==> src/rtl/riscv_pkg.sv <==
// Shared encodings for the multicycle RV32I control unit: FSM states, opcodes and mux/ALU select codes.
// The TRAP state exists only when MULTI_CTRL_TRAP_EN is defined.
package riscv_pkg;

  typedef enum logic [3:0] {
    S_FETCH    = 4'd0,
    S_DECODE   = 4'd1,
    S_MEMADR   = 4'd2,
    S_MEMREAD  = 4'd3,
    S_MEMWB    = 4'd4,
    S_MEMWRITE = 4'd5,
    S_EXECR    = 4'd6,
    S_EXECI    = 4'd7,
    S_ALUWB    = 4'd8,
    S_BEQ      = 4'd9,
    S_JAL      = 4'd10
`ifdef MULTI_CTRL_TRAP_EN
    , S_TRAP   = 4'd11
`endif
  } state_t;

  localparam logic [6:0] OP_LW    = 7'b0000011;
  localparam logic [6:0] OP_SW    = 7'b0100011;
  localparam logic [6:0] OP_RTYPE = 7'b0110011;
  localparam logic [6:0] OP_ITYPE = 7'b0010011;
  localparam logic [6:0] OP_BEQ   = 7'b1100011;
  localparam logic [6:0] OP_JAL   = 7'b1101111;

  localparam logic [1:0] ALUOP_ADD   = 2'b00;
  localparam logic [1:0] ALUOP_SUB   = 2'b01;
  localparam logic [1:0] ALUOP_FUNCT = 2'b10;

  localparam logic [2:0] ALU_ADD = 3'b000;
  localparam logic [2:0] ALU_SUB = 3'b001;
  localparam logic [2:0] ALU_AND = 3'b010;
  localparam logic [2:0] ALU_OR  = 3'b011;
  localparam logic [2:0] ALU_SLT = 3'b101;

  localparam logic [1:0] RES_ALUOUT    = 2'b00;
  localparam logic [1:0] RES_DATA      = 2'b01;
  localparam logic [1:0] RES_ALURESULT = 2'b10;

  localparam logic [1:0] SRCA_PC    = 2'b00;
  localparam logic [1:0] SRCA_OLDPC = 2'b01;
  localparam logic [1:0] SRCA_RS1   = 2'b10;

  localparam logic [1:0] SRCB_RS2  = 2'b00;
  localparam logic [1:0] SRCB_IMM  = 2'b01;
  localparam logic [1:0] SRCB_FOUR = 2'b10;

  localparam logic [1:0] IMM_I = 2'b00;
  localparam logic [1:0] IMM_S = 2'b01;
  localparam logic [1:0] IMM_B = 2'b10;
  localparam logic [1:0] IMM_J = 2'b11;

  function automatic logic [1:0] imm_src(input logic [6:0] opcode);
    case (opcode)
      OP_SW:   imm_src = IMM_S;
      OP_BEQ:  imm_src = IMM_B;
      OP_JAL:  imm_src = IMM_J;
      default: imm_src = IMM_I;
    endcase
  endfunction

endpackage

==> src/rtl/alu_decoder.sv <==
// alu_decoder: maps ALUOp/funct3/op[5]/funct7b5 to the ALU operation code.
// Purely combinational, zero latency; no flow control.
module alu_decoder
  import riscv_pkg::*;
(
  input  logic [1:0] alu_op,
  input  logic [2:0] funct3,
  input  logic       op_b5,
  input  logic       funct7b5,
  output logic [2:0] alu_control
);

  always_comb begin
    alu_control = ALU_ADD;
    case (alu_op)
      ALUOP_ADD: alu_control = ALU_ADD;
      ALUOP_SUB: alu_control = ALU_SUB;
      ALUOP_FUNCT: begin
        case (funct3)
          // funct7b5 only selects sub for register-register ops; addi ignores it
          3'b000:  alu_control = (op_b5 & funct7b5) ? ALU_SUB : ALU_ADD;
          3'b010:  alu_control = ALU_SLT;
          3'b110:  alu_control = ALU_OR;
          3'b111:  alu_control = ALU_AND;
          default: alu_control = ALU_ADD;
        endcase
      end
      default: alu_control = ALU_ADD;
    endcase
  end

endmodule

==> src/rtl/multi_ctrl.sv <==
// multi_ctrl: Moore control FSM for the multicycle RV32I core; MULTI_CTRL_TRAP_EN adds the TRAP state and illegal flag.
// Outputs are combinational from state/op/funct/Zero; no backpressure, one state per clock.
module multi_ctrl
  import riscv_pkg::*;
(
  input  logic       clk,
  input  logic       rst_n,
  input  logic [6:0] op,
  input  logic [2:0] funct3,
  input  logic       funct7b5,
  input  logic       Zero,
  output logic       PCWrite,
  output logic       AdrSrc,
  output logic       MemWrite,
  output logic       IRWrite,
  output logic       RegWrite,
  output logic [1:0] ResultSrc,
  output logic [1:0] ALUSrcA,
  output logic [1:0] ALUSrcB,
  output logic [2:0] ALUControl,
  output logic [1:0] ImmSrc
`ifdef MULTI_CTRL_TRAP_EN
  , output logic     illegal
`endif
);

  state_t     state_q, state_d, cur_state;
  logic       pc_update, branch, ir_wr, mem_wr, reg_wr;
  logic [1:0] alu_op;

  always_ff @(posedge clk) begin
    if (!rst_n) state_q <= S_FETCH;
    else        state_q <= state_d;
  end

  always_comb begin
    state_d = S_FETCH;
    case (state_q)
      S_FETCH:  state_d = S_DECODE;
      S_DECODE: begin
        case (op)
          OP_LW, OP_SW: state_d = S_MEMADR;
          OP_RTYPE:     state_d = S_EXECR;
          OP_ITYPE:     state_d = S_EXECI;
          OP_BEQ:       state_d = S_BEQ;
          OP_JAL:       state_d = S_JAL;
          default: begin
`ifdef MULTI_CTRL_TRAP_EN
            state_d = S_TRAP;
`else
            state_d = S_FETCH;
`endif
          end
        endcase
      end
      S_MEMADR:   state_d = op[5] ? S_MEMWRITE : S_MEMREAD;
      S_MEMREAD:  state_d = S_MEMWB;
      S_MEMWB:    state_d = S_FETCH;
      S_MEMWRITE: state_d = S_FETCH;
      S_EXECR:    state_d = S_ALUWB;
      S_EXECI:    state_d = S_ALUWB;
      S_ALUWB:    state_d = S_FETCH;
      S_BEQ:      state_d = S_FETCH;
      S_JAL:      state_d = S_ALUWB;
`ifdef MULTI_CTRL_TRAP_EN
      S_TRAP:     state_d = S_TRAP;
`endif
      default:    state_d = S_FETCH;
    endcase
  end

  // During reset the selects present FETCH values; enables are masked below.
  assign cur_state = rst_n ? state_q : S_FETCH;

  always_comb begin
    pc_update = 1'b0;
    branch    = 1'b0;
    ir_wr     = 1'b0;
    mem_wr    = 1'b0;
    reg_wr    = 1'b0;
    alu_op    = ALUOP_ADD;
    AdrSrc    = 1'b0;
    ResultSrc = RES_ALUOUT;
    ALUSrcA   = SRCA_PC;
    ALUSrcB   = SRCB_RS2;
    case (cur_state)
      S_FETCH: begin
        ir_wr     = 1'b1;
        pc_update = 1'b1;
        ALUSrcB   = SRCB_FOUR;
        ResultSrc = RES_ALURESULT;
      end
      S_DECODE: begin
        ALUSrcA = SRCA_OLDPC;
        ALUSrcB = SRCB_IMM;
      end
      S_MEMADR: begin
        ALUSrcA = SRCA_RS1;
        ALUSrcB = SRCB_IMM;
      end
      S_MEMREAD:  AdrSrc = 1'b1;
      S_MEMWB: begin
        ResultSrc = RES_DATA;
        reg_wr    = 1'b1;
      end
      S_MEMWRITE: begin
        AdrSrc = 1'b1;
        mem_wr = 1'b1;
      end
      S_EXECR: begin
        ALUSrcA = SRCA_RS1;
        ALUSrcB = SRCB_RS2;
        alu_op  = ALUOP_FUNCT;
      end
      S_EXECI: begin
        ALUSrcA = SRCA_RS1;
        ALUSrcB = SRCB_IMM;
        alu_op  = ALUOP_FUNCT;
      end
      S_ALUWB:    reg_wr = 1'b1;
      S_BEQ: begin
        ALUSrcA = SRCA_RS1;
        ALUSrcB = SRCB_RS2;
        alu_op  = ALUOP_SUB;
        branch  = 1'b1;
      end
      S_JAL: begin
        ALUSrcA   = SRCA_OLDPC;
        ALUSrcB   = SRCB_FOUR;
        pc_update = 1'b1;
      end
      default: ;
    endcase
  end

  assign PCWrite  = rst_n & (pc_update | (branch & Zero));
  assign IRWrite  = rst_n & ir_wr;
  assign MemWrite = rst_n & mem_wr;
  assign RegWrite = rst_n & reg_wr;
  assign ImmSrc   = imm_src(op);

`ifdef MULTI_CTRL_TRAP_EN
  assign illegal = (cur_state == S_TRAP);
`endif

  alu_decoder u_alu_decoder (
    .alu_op      (alu_op),
    .funct3      (funct3),
    .op_b5       (op[5]),
    .funct7b5    (funct7b5),
    .alu_control (ALUControl)
  );

endmodule
==> config.mk <==
export PLATFORM = sky130hd
export DESIGN_NAME = multi_ctrl
export DESIGN_NICKNAME = d
export VERILOG_FILES = /design/src/rtl/riscv_pkg.sv /design/src/rtl/alu_decoder.sv /design/src/rtl/multi_ctrl.sv
export SDC_FILE = /design/constraint.sdc
export NUM_CORES = 1
export LEC_CHECK = 0
export CAP_MARGIN = 20
export CORE_MARGIN = 2
export CORE_UTILIZATION = 43
export CTS_BUF_LIST = sky130_fd_sc_hd__clkbuf_8
export DETAILED_ROUTE_END_ITERATION = 16
export GPL_TIMING_DRIVEN = 0
export PLACE_DENSITY = 0.87
export SETUP_SLACK_MARGIN = 0.15
export SYNTH_ARGS = -nofsm -noshare
export SYNTH_HDL_FRONTEND = slang
export SYNTH_SLANG_ARGS = --single-unit
==> constraint.sdc <==
create_clock -name clk -period 3.7 [get_ports clk]
set_input_delay 1.11 -clock clk [delete_from_list [all_inputs] [get_ports clk]]
set_output_delay 1.11 -clock clk [all_outputs]
set_load 0.01 [all_outputs]
Word level (Yosys, flattened, before mapping)
Index checks and enable logic that the tools add are counted.
{ "totals": {"register_bits": 4, "wordCells": 65} }
{ "classes": {"n_eq_ne": 27, "muxes": 18, "n_bitwise": 7, "reduce_logical": 12} }
{ "op_table": {"columns": ["cell", "n"], "rows": [
  ["case mux 4 bit (5 select lines)", 2],
  ["equality test 4 x 3 -> 1 bit (second input constant)", 6],
  ["equality test 4 x 2 -> 1 bit (second input constant)", 4],
  ["equality test 4 bit (second input constant)", 4],
  ["case mux 2 bit (2 select lines)", 4],
  ["equality test 7 x 6 -> 1 bit (second input constant)", 2],
  ["equality test 7 bit (second input constant)", 2],
  ["case mux 3 bit (4 select lines)", 1],
  ["OR reduction 2 bit", 6],
  ["equality test 4 x 1 -> 1 bit (second input constant)", 2],
  ["zero test 4 bit", 2],
  ["equality test 7 x 2 -> 1 bit (second input constant)", 1],
  ["equality test 7 x 5 -> 1 bit (second input constant)", 1],
  ["two-way mux 1 bit", 7],
  ["AND 1 bit", 6],
  ["equality test 3 bit (second input constant)", 2],
  ["case mux 2 bit (3 select lines)", 1],
  ["case mux 3 bit (2 select lines)", 1],
  ["OR reduction 3 bit", 2],
  ["two-way mux 4 bit", 1],
  ["OR reduction 4 bit", 1],
  ["equality test 3 x 2 -> 1 bit (second input constant)", 1],
  ["zero test 3 bit", 1],
  ["two-way mux 3 bit", 1],
  ["other kinds (3)", 3]
]} }

Longest topological paths before layout
{ "logic_depth": {"word_depth": 6, "ltp_mapped": 7, "depth_no_buf": 6} }

By module
Synthesis repeated with hierarchy kept, for this count alone.
{ "unflattened": {"cells_unflattened": 82, "hier_area_um2": 624.3} }
{ "by_module_without_submodules": {"columns": ["module", "n_inst", "cells_each", "area_each_um2", "seq_area_each_um2"], "rows": [
  ["multi_ctrl", 1, 71, 528.0, 80.1],
  ["alu_decoder", 1, 11, 96.3, 0.0]
]} }

Least setup slack after synthesis
Ideal clock, no wire load.
{ "synth_path": {"path_kind": "in2out", "from": "in rst_n", "to": "out ALUControl[1]", "arrival_time_ps": 2075, "setup_slack_ps": 515, "stages": 4, "n_path_buf": 0, "cell_sequence": "and2b_2 -> and3_1 -> ha_1 -> nor3_1"} }
{ "synth_via": {"elab_chain_cells": 6, "elab_cells_between_ends": 9} }
{ "synth_lines": {"columns": ["item", "line_no", "rtl"], "rows": [
  ["start: declaration", "multi_ctrl.sv:7", "input logic rst_n,"],
  ["two-way mux 4 bit (*)", "multi_ctrl.sv:73", "assign cur_state = rst_n ? state_q : S_FETCH;"],
  ["equality test 4 x 3 -> 1 bit", "multi_ctrl.sv:86", "case (cur_state)"],
  ["OR reduction 2 bit (no line)", null, null],
  ["case mux 2 bit (2 select lines) (*)", "multi_ctrl.sv:86", null],
  ["equality test 2 bit / equality test 2 x 1 -> 1 bit (equally long branches)", "alu_decoder.sv:15", "case (alu_op)"],
  ["case mux 3 bit (2 select lines) (*)", "alu_decoder.sv:15", null],
  ["end: declaration", "multi_ctrl.sv:20", "output logic [2:0] ALUControl,"]
]} }
Every way passes the cells marked *; elsewhere a longest branch is shown, timed or not.

Final worst setup path
{ "layout_path": {"from": "in op[4]", "to": "out ImmSrc[0]"} }
{ "layout_via": {"elab_chain_cells": 2, "elab_cells_between_ends": 4} }
{ "layout_lines": {"columns": ["item", "line_no", "rtl"], "rows": [
  ["start: declaration", "multi_ctrl.sv:8", "input logic [6:0] op,"],
  ["equality test 7 bit / equality test 7 x 6 -> 1 bit (equally long branches)", "riscv_pkg.sv:57", "case (opcode)"],
  ["case mux 2 bit (3 select lines) (*)", "riscv_pkg.sv:57", null],
  ["end: declaration", "multi_ctrl.sv:21", "output logic [1:0] ImmSrc"]
]} }
Marked as above.

==> results <==
- The mapped netlist covers 569 µm².
- The critical path crosses 6 cells after its start point.
- The register with the most flip-flops in the final layout is state_q.
- STA classifies the critical path endpoint as an output port.
- On the final layout, the worst clock skew is 0.00287 ns.
- In the final design database the tool counted roughly 140 nets.
- The worst path uses approximately 95% of the clock period.
- The number of routed nets with antenna violations is 0.
- The capture point of the worst reg-to-reg path is state_q[0].
- The buffer depth of the longest clock path is 2.
- The net count of the mapped netlist is 99.
- The x dimension of the die is 40.4 µm.
- At the worst endpoint, the arrival time is between 2 and 2.5 ns.
- Global routing finished with a remaining overflow of 0.
- By area the synthesized netlist is led by sky130_fd_sc_hd__dfxtp_1 (14%), sky130_fd_sc_hd__nand2_1 (6.6%), sky130_fd_sc_hd__nor3_1 (5.3%), sky130_fd_sc_hd__nor2_1 (4.6%), sky130_fd_sc_hd__a21oi_1 (4.4%).
- sky130_fd_sc_hd__dfxtp_1 takes more of the synthesized area than any other cell.
- The initial antenna violation count was 0.
- The overall routing resource usage is 26.2%.
- The post-synthesis area per instance is 6.86 µm².
- The clock insertion delay at the later pin of the skew report is 0.22 ns.
- The cell at the root of the clock tree is sky130_fd_sc_hd__clkbuf_8.
- Input and output buffers added on the ports amount to 29.
- The setup check on the worst reg-to-reg path leaves a slack of 2.37 ns.
- The top achievable clock speed is 286 MHz.
- Yosys printed 0 warnings.
- For this block, the routed nets add up to 2000 µm of wire.
- The critical path contains buffers and inverters numbering 3 combined.
- Detailed placement finished with a half-perimeter wire length of 1300 µm.
- The worst hold path begins at state_q[3].
- Summing all non-filler instances in the final layout gives an area of 993 µm².
- The post-detailed-placement cell area is 878 µm².
- The starting density of the core is 44.9%.
- The routed length per instance is 14.5 µm.
- The cell family with the largest share of critical-path delay is buffers and inverters.
- The startpoint of the worst setup timing path is op[4].
- The worst register-to-register path begins at state_q[1].
- The die area is 1630 µm².
- The most used flip-flop cell after synthesis is sky130_fd_sc_hd__dfxtp_1.
- Counting every instance in the synthesized netlist gives between 80 and 90.
- The core area is roughly 1300 µm².
- The critical-path maximum fanout is 2.
- Yosys mapped a number of flops with a built-in enable equal to 0.
- The number of global-route vias before repair came to 700.
- The total clock sinks is 4.
- Entering global routing, the biggest net connects 11 pins.
- The capture point of the critical path is ImmSrc[0].
- The final instance count without filler cells is between 100 and 150.
- The run finished with clean final reports.
- The slowest stage of the critical path belongs to the cell sky130_fd_sc_hd__clkdlybuf4s50_1.
- The pre-antenna-repair detailed-routing pass consisted of 4 iterations.
- Cells with a size suffix above 1 make up 25.2% of the layout.
- For the worst setup path, the data required time is 2.59 ns.
- Using the TritonRoute via totals, the vias-per-cell ratio works out to 5.69.
- The worst vdd rail ir drop is 0.000194 V.
- CTS built an H-tree with a depth of 1.
- The final setup slack of the worst path is 0.203 ns.
- The number of inserted diodes is 0.
- For the final routed database, the setup TNS stands at 0 ns.
- Traced cell by cell, the critical path runs through clkdlybuf4s50_1, nand3b_1, buf_4, nor3_4, o211a_1, clkdlybuf4s15_2.
- The area added between synthesis and finish is 74.5%.
- The flip-flop count of the largest register after layout is 4.
- Clock-pin slew was measured on the worst setup and hold paths at around 0.030 ns.
- The worst path needs 3.50 ns of the cycle, external delays included.
- Summed over its instances, the top area cell type makes up 14.1% of the synthesized netlist area.
- The last weighted congestion value of the routability-driven placer is 0.818.
- After the first detailed-routing iteration, the DRC count stood at 28.
- The most common cell in the synthesized netlist is sky130_fd_sc_hd__nand2_1.
- Setup repair after global routing left no endpoint under its margin.
- The total placed cells including tap cells is around 130.
- The worst slack after detailed placement is -0.621 ns.
- Synthesis inferred 4 register bits.
- The largest registers in the layout are state_q x4.
- The worst hold path belongs to the class reg -> reg.
- For this run, the register share of the synthesized area comes to 14.1%.
- By count the netlist is led by sky130_fd_sc_hd__nand2_1 (10), sky130_fd_sc_hd__nor2_1 (7), sky130_fd_sc_hd__inv_1 (6), sky130_fd_sc_hd__nor3_1 (6), sky130_fd_sc_hd__a21oi_1 (5).
- The number of ports placed on the die boundary is 30.
- The worst setup path is launched from an input port.
- The count of endpoints failing hold in the final timing report is 0.
- The number of max-slew violations in the final report is 0.
- The critical path in this run is classified as in -> out.
- The tool flagged a number of max-cap violations equal to 0.
- In this run, CTS created clock tree buffers numbering 3.
- After floorplanning, the core was divided into 13 placement rows.
- The final count of negative-setup-slack endpoints is 0.
- Headroom to the max-slew limit came out at about three quarters.
- In the synthesized netlist the async set-or-reset flop fraction comes to 0%.
- The post-route DRC violation count is 0.
- The overall via count from detail_route is 785.
- The unique cell type count in the Yosys netlist is 37.
- The die span in y is 40.4 µm.
- The delay of the slowest cell on the worst path is 0.42 ns.
- In this run the power density over the cells is slightly above 200 nW/µm².
- TritonCTS built the clock tree.
- The depth of the most critical reg-to-reg path is 4.
- The slew of the pin with the lowest slew margin is around 0.38 ns.
- The first global-routing pass estimated about 2800 µm of wire.
- The leakage power of the design is 0.444 nW.
kinds of logic after synthesis:
family                   share of synthesized area [%]
AO/OA/AOI/OAI                                     20.9
XOR/XNOR                                          4.62
adder cells (fa/ha/maj)                           4.39
buffers and inverters                             9.67
flip-flops                                        14.1
AND/OR/NAND/NOR                                   46.4
metal layers:
metal	vias to the layer above	global-route usage, %	part of all wire [%]
met2	34	49.6	53
met1	366	27.8	39
met3	6	4.44	6.2
li1	379	-	-
met4	0	10.8	1.9
met5	-	0	0
tightest hold or removal path: cells and delay by family, from the launching register on:
family	cells	cell delay (ns)
DFF	1	0.36
AOI/OAI and AO/OA	2	0.14
and+or+nand+nor	1	0.08
power by group:
part	internal (mW)	leakage, nW	switching, mW
registers	0.0448	0.0326	0.00206
logic	0.0339	0.390	0.0285
clock network	0.0693	0.0216	0.0226
worst min path at each step:
stage | cells past startpoint | to | slack, ns
5_1_grt | 3 | state_q[1] | 0.69
3_3_place_gp | 3 | state_q[1] | 0.61
4_1_cts | 3 | state_q[1] | 0.65
6_report | 3 | state_q[1] | 0.66
3_5_place_dp | 3 | state_q[1] | 0.64
2_1_floorplan | 3 | state_q[1] | 0.57
placed cells by master (no fill, tap or decap), types with 2 or more instances in the layout:
cell	netlist	layout
sky130_fd_sc_hd__a21oi_1	5	5
sky130_fd_sc_hd__nand2b_1	2	2
sky130_fd_sc_hd__nor2b_1	3	3
sky130_fd_sc_hd__inv_1	6	6
sky130_fd_sc_hd__nand3_1	2	2
sky130_fd_sc_hd__xor2_1	2	2
sky130_fd_sc_hd__nand2_1	10	10
sky130_fd_sc_hd__o21ai_0	3	3
sky130_fd_sc_hd__dfxtp_1	4	4
sky130_fd_sc_hd__buf_2	2	4
sky130_fd_sc_hd__ha_1	2	2
sky130_fd_sc_hd__buf_4	0	8
sky130_fd_sc_hd__nor2_1	7	7
sky130_fd_sc_hd__and3_1	3	2
sky130_fd_sc_hd__clkdlybuf4s50_1	0	21
sky130_fd_sc_hd__dlygate4sd2_1	0	3
sky130_fd_sc_hd__clkbuf_8	0	3
sky130_fd_sc_hd__nor3_1	6	2
sky130_fd_sc_hd__and2_1	3	3
sky130_fd_sc_hd__nor3_2	0	3
sky130_fd_sc_hd__buf_6	2	2
through the flow:
stage | hold slack [ns] | utilization [%] | total power [mW]
4_1_cts | 0.650 | 77.9 | 0.198
5_1_grt | 0.686 | 78.3 | 0.207
6_report | 0.655 | 78.3 | 0.201
3_3_place_gp | 0.614 | 69.2 | 0.102
2_1_floorplan | 0.574 | - | 0.0720
3_5_place_dp | 0.637 | 69.2 | 0.103
what timing repair did:
action,CTS,global route
hold buffers,0,0
endpoints found under the setup margin,13,4
gates resized for setup,23,7
setup buffers,8,0
pin swaps,4,4
final cells by class:
type                    count  area, µm²
inverters                   6       22.5
plain buffers               4       32.5
multi-input cells          69        468
fillers                   100        275
flip-flops and latches      4       80.1
well taps                  15       18.8
clock buffers               3       41.3
repair buffers             37        330
No activity file was read; power rests on OpenSTA's default activity.
